--- src/rtl/card_pkg.sv ---
// rtl/card_pkg.sv - card geometry, widths and fill FSM state type
package card_pkg;

  localparam int CARD_W  = 16;
  localparam int CARD_H  = 32;
  localparam int ADDR_W  = 9;
  localparam int COLOR_W = 3;

  typedef enum logic {
    IDLE = 1'b0,
    FILL = 1'b1
  } fill_state_e;

endpackage

--- src/rtl/card_addr_gen.sv ---
// rtl/card_addr_gen.sv - card window check and card memory address from screen position
module card_addr_gen
  import card_pkg::*;
(
  input  logic [7:0]        pix_x,
  input  logic [7:0]        pix_y,
  input  logic [7:0]        card_x,
  input  logic [7:0]        card_y,
  output logic              in_window,
  output logic [ADDR_W-1:0] addr
);

  logic [8:0] dx;
  logic [8:0] dy;

  // 9-bit subtraction: a pixel left of/above the card underflows to a large value and clips
  always_comb begin
    dx = {1'b0, pix_x} - {1'b0, card_x};
    dy = {1'b0, pix_y} - {1'b0, card_y};
  end

  assign in_window = (dx <= 9'(CARD_W - 1)) && (dy <= 9'(CARD_H - 1));
  assign addr      = {dy[4:0], dx[3:0]};

endmodule

--- src/rtl/card_mem_sched.sv ---
// rtl/card_mem_sched.sv - card memory scheduler: display reads, host writes, optional fill (CARD_SCHED_FILL_EN)
module card_mem_sched
  import card_pkg::*;
#(
  parameter logic [COLOR_W-1:0] TRANSP_CODE = 3'b111
) (
  input  logic               clock,
  input  logic               reset_n,
  input  logic               pix_valid_in,
  input  logic [7:0]         pix_x,
  input  logic [7:0]         pix_y,
  input  logic [7:0]         card_x,
  input  logic [7:0]         card_y,
  output logic               pix_valid_out,
  output logic [COLOR_W-1:0] pix_color,
  output logic               pix_opaque,
  input  logic               wr_req,
  input  logic [ADDR_W-1:0]  wr_addr,
  input  logic [COLOR_W-1:0] wr_data,
  output logic               wr_ack,
  input  logic               fill_start,
  input  logic [COLOR_W-1:0] fill_color,
  output logic               fill_busy,
  output logic [ADDR_W-1:0]  mem_raddr,
  input  logic [COLOR_W-1:0] mem_rdata,
  output logic               mem_we,
  output logic [ADDR_W-1:0]  mem_waddr,
  output logic [COLOR_W-1:0] mem_wdata
);

  logic               in_window;
  logic               s1_valid_q;
  logic               s1_inwin_q;
  logic               out_valid_q;
  logic [COLOR_W-1:0] out_color_q;
  logic               out_opaque_q;
  logic               wr_ack_q;
  logic               mem_we_q;
  logic [ADDR_W-1:0]  mem_waddr_q;
  logic [COLOR_W-1:0] mem_wdata_q;
  logic               host_grant;
  logic               fill_grant;
  logic [ADDR_W-1:0]  fill_addr;
  logic [COLOR_W-1:0] fill_wdata;

  card_addr_gen u_addr_gen (
    .pix_x     (pix_x),
    .pix_y     (pix_y),
    .card_x    (card_x),
    .card_y    (card_y),
    .in_window (in_window),
    .addr      (mem_raddr)
  );

  // Display pipeline: stage 1 waits for the registered memory read, stage 2 forms the pixel
  always_ff @(posedge clock or negedge reset_n) begin
    if (!reset_n) begin
      s1_valid_q   <= 1'b0;
      s1_inwin_q   <= 1'b0;
      out_valid_q  <= 1'b0;
      out_color_q  <= '0;
      out_opaque_q <= 1'b0;
    end else begin
      s1_valid_q  <= pix_valid_in;
      s1_inwin_q  <= in_window;
      out_valid_q <= s1_valid_q;
      if (s1_valid_q && s1_inwin_q) begin
        out_color_q  <= mem_rdata;
        out_opaque_q <= (mem_rdata != TRANSP_CODE);
      end else begin
        out_color_q  <= '0;
        out_opaque_q <= 1'b0;
      end
    end
  end

  // Host write goes only into display-idle cycles, and never in the cycle its previous ack shows
  assign host_grant = wr_req && !pix_valid_in && !wr_ack_q;

`ifdef CARD_SCHED_FILL_EN
  fill_state_e        state_q, state_d;
  logic [ADDR_W-1:0]  cnt_q, cnt_d;
  logic [COLOR_W-1:0] color_q, color_d;

  // Fill state, address counter and latched colour
  always_ff @(posedge clock or negedge reset_n) begin
    if (!reset_n) begin
      state_q <= IDLE;
      cnt_q   <= '0;
      color_q <= '0;
    end else begin
      state_q <= state_d;
      cnt_q   <= cnt_d;
      color_q <= color_d;
    end
  end

  // Fill next state: writes only in cycles left over by the display and the host
  always_comb begin
    state_d    = state_q;
    cnt_d      = cnt_q;
    color_d    = color_q;
    fill_grant = 1'b0;
    case (state_q)
      IDLE: begin
        if (fill_start) begin
          color_d = fill_color;
          cnt_d   = '0;
          state_d = FILL;
        end
      end
      FILL: begin
        if (!pix_valid_in && !host_grant) begin
          fill_grant = 1'b1;
          cnt_d      = cnt_q + 1'b1;
          if (cnt_q == '1) begin
            state_d = IDLE;
          end
        end
      end
      default: state_d = IDLE;
    endcase
  end

  assign fill_busy  = (state_q == FILL);
  assign fill_addr  = cnt_q;
  assign fill_wdata = color_q;
`else
  logic unused_fill;

  assign unused_fill = ^{fill_start, fill_color};
  assign fill_grant  = 1'b0;
  assign fill_busy   = 1'b0;
  assign fill_addr   = '0;
  assign fill_wdata  = '0;
`endif

  // Registered write port; host beats fill when both want the same cycle
  always_ff @(posedge clock or negedge reset_n) begin
    if (!reset_n) begin
      wr_ack_q    <= 1'b0;
      mem_we_q    <= 1'b0;
      mem_waddr_q <= '0;
      mem_wdata_q <= '0;
    end else begin
      wr_ack_q <= host_grant;
      mem_we_q <= host_grant || fill_grant;
      if (host_grant) begin
        mem_waddr_q <= wr_addr;
        mem_wdata_q <= wr_data;
      end else if (fill_grant) begin
        mem_waddr_q <= fill_addr;
        mem_wdata_q <= fill_wdata;
      end
    end
  end

  assign pix_valid_out = out_valid_q;
  assign pix_color     = out_color_q;
  assign pix_opaque    = out_opaque_q;
  assign wr_ack        = wr_ack_q;
  assign mem_we        = mem_we_q;
  assign mem_waddr     = mem_waddr_q;
  assign mem_wdata     = mem_wdata_q;

endmodule
--- config.mk ---
export PLATFORM = sky130hd
export DESIGN_NAME = card_mem_sched
export DESIGN_NICKNAME = d
export VERILOG_FILES = /design/src/rtl/card_pkg.sv /design/src/rtl/card_addr_gen.sv /design/src/rtl/card_mem_sched.sv
export SDC_FILE = /design/constraint.sdc
export NUM_CORES = 1
export LEC_CHECK = 0
export BUFFER_PORTS_ARGS = -buffer_cell sky130_fd_sc_hd__clkbuf_2
export CELL_PAD_IN_SITES_DETAIL_PLACEMENT = 0
export CELL_PAD_IN_SITES_GLOBAL_PLACEMENT = 1
export CORE_MARGIN = 4
export CORE_UTILIZATION = 33
export CTS_CLUSTER_SIZE = 30
export DETAILED_ROUTE_END_ITERATION = 16
export GPL_ROUTABILITY_DRIVEN = 1
export PLACE_DENSITY = 0.88
export RECOVER_POWER = 25
export SYNTH_ARGS = -nofsm -noshare
export SYNTH_HDL_FRONTEND = slang
export SYNTH_SLANG_ARGS = --single-unit
--- constraint.sdc ---
create_clock -name clock -period 3.4 [get_ports clock]
set_clock_uncertainty 0.05 [all_clocks]
set_input_delay 0.34 -clock clock [delete_from_list [all_inputs] [get_ports clock]]
set_output_delay 0.34 -clock clock [all_outputs]
set_load 0.005 [all_outputs]
==> results.ini <==
[synth]
synth_warnings=0
syn-num-nets=214
async_reset_ff_share_pct=100
synth_area_um2=1420
synthFlopType=dfrtp_1
syn_inst=139
avgSynthCellArea_um2=10.2
synth_edf_count=0
ys_seq_elements=20
ys_seq_area_share_pct=35.3
ys_types=36

[layout]
synthToLayoutAreaGrowth_pct=36.6
antenna_cells=0
final_cell_mix=clkbuf_2 (76), inv_1 (22), dfrtp_1 (20)
final_common_cell=clkbuf_2
nets=296
layout-drive-gt1-share_pct=45.0
final_area_um2=1940

[sta]
max_freq_ghz=0.512
slew_viol_final=0
slew_headroom_pct=31.2
rsz0062_at_grt=no
fin_crit_ns=1.95
setup_viol=0
hold_violations=0
period_share_pct=57.4
worst_pin_slew_ns=1.03
timing.setup.tns_ns=0

[worst_setup_path]
endpoint_kind=primary output
critPathLaunch=pix_y[0]
path_class=primary input to primary output
reg2reg_slack_ns=1.52
cp.arrival_ns=1.56
required_ns=3.01
start_kind=primary input
cp_max_fo=2
rr_startpoint=mem_we

[clock_tree]
cts.sinks=20
clock_latency_ns=0.26
clock-root-buffer=clkbuf_8
path_clk_slew_ns=0.07
cts_resized=0
cts_tree=done
cts_buffers=3
cts_htree_levels=1
cts_buffer_depth=2

[floorplan]
start_util_pct=34.7
die_w_um=73.5
die_h_um=73.5
rows=23
ios=84
core-area_um2=4090
design.die.area_um2=5410

[grt]
grt_use_total_pct=11.2
gr-total-overflow=0
grt_pass1_vias=1175
grt_max_degree=21
antenna_found_initial=0
grt_first_pass_wirelength_um=4870

[pwr]
worst_ir_drop_vdd_mv=0.146
total_leakage_power_nw=1.09
pwr_density_cell_nw_per_um2=382
totalPowerFinal_w=0.000740

[detailed_routing]
drtIter0Drc=34
vias=1218
drt-total-wl_um=2920
drc_errors=0
antenna_left=0
avgRoutedWirePerCell_um=10.8
first_pass_iters=4
via_per_inst=4.51

[placement]
detailed_place_hpwl_um=2630
gp_congestion=0.804
io_buffers=78
dpl_cell_area_um2=1860

[flow_run]
maxCapViolations=0

[hold_path]
hold_class=primary input to register
min-delay-start=pix_valid_in

[run_status]
outcome=finished clean

[Yosys cell counts (3+ instances only)]
| cell type | number | share of area [%] |
|---|---|---|
| inv_1 | 22 | 5.8 |
| dfrtp_1 | 20 | 35 |
| ha_1 | 18 | 16 |
| mux2_2 | 12 | 9.5 |
| nor2_1 | 11 | 2.9 |
| xnor2_1 | 7 | 4.3 |
| a21oi_1 | 3 | 1.1 |
| a31oi_1 | 3 | 1.3 |
| and3_1 | 3 | 1.3 |
| nor2b_1 | 3 | 1.3 |
| o21a_1 | 3 | 1.6 |
| o21ai_0 | 3 | 1.1 |
[through the flow]
step / std cells / setup WS [ns] / utilization, % / hold slack, ns
6_report: 270 / 1.45 / 47.4 / 0.156
5_1_grt: 270 / 1.30 / 47.4 / 0.160
4_1_cts: 270 / 1.44 / 47.5 / 0.147
3_5_place_dp: 265 / 1.17 / 45.5 / 0.274
3_3_place_gp: 265 / 1.19 / 45.5 / 0.268
2_1_floorplan: 139 / 1.40 / - / -0.00559
[worst paths after layout]
kind,endpoint,cells past startpoint
max reg2reg,mem_waddr[8],3
max in group asynchronous,s1_valid_q,2
min in group asynchronous,mem_waddr[4],2
min reg2reg,pix_valid_out,0
max,mem_raddr[8],8
min,s1_valid_q,1
[critical path, cell delays in order]
cell      delay [ns]
clkbuf_2        0.08
inv_1           0.04
ha_1            0.20
fa_1            0.43
nor2b_4         0.14
o31a_1          0.17
a21oi_1         0.05
clkbuf_2        0.11
[metal layers]
layer / wire, um / GRT usage, %
met1: 1140 / 13.9
met2: 1480 / 18.8
met3: 277 / 3.83
met4: 25 / 2.41
met5: 0 / 0
[flip-flops by register name (all words and copies together) (netlist names)]
name and flops:
s1_inwin_q 1, s1_valid_q 1, mem_waddr 9, pix_opaque 1, pix_valid_out 1, mem_wdata 3
mem_we 1, pix_color 3
[cell families after synthesis]
logic type	share of synthesized area, %
buf+inv	7.24
compound gates	10.9
fa+ha+maj	18.7
other cells	0.265
xor+xnor	4.94
simple gates	11.7
flops	35.3
mux	11.0
[power by group]
| group | total [W] | leakage [nW] | switching, W | internal (W) |
|---|---|---|---|---|
| clock network | 0.000233 | 0.0357 | 0.0000763 | 0.000157 |
| logic | 0.000229 | 0.803 | 0.000101 | 0.000127 |
| registers | 0.000278 | 0.247 | 0.0000130 | 0.000265 |
| total | 0.000740 | 1.09 | 0.000191 | 0.000549 |
[area by class of cell]
type | count | area [um^2]
fill | 403 | 2150
multi-input combinational | 94 | 815
sequential | 20 | 500
timing repair buffer | 80 | 405
inverter | 22 | 82.6
tap | 50 | 62.6
clock buffer | 3 | 41.3
clock inverter | 1 | 30.0
[what timing repair did]
action | 4_1_cts | 5_1_grt
hold endpoints to repair | 20 | 0
hold buffers | 1 | 0
setup buffers | 0 | 0
(Power assumes the default switching activity.)
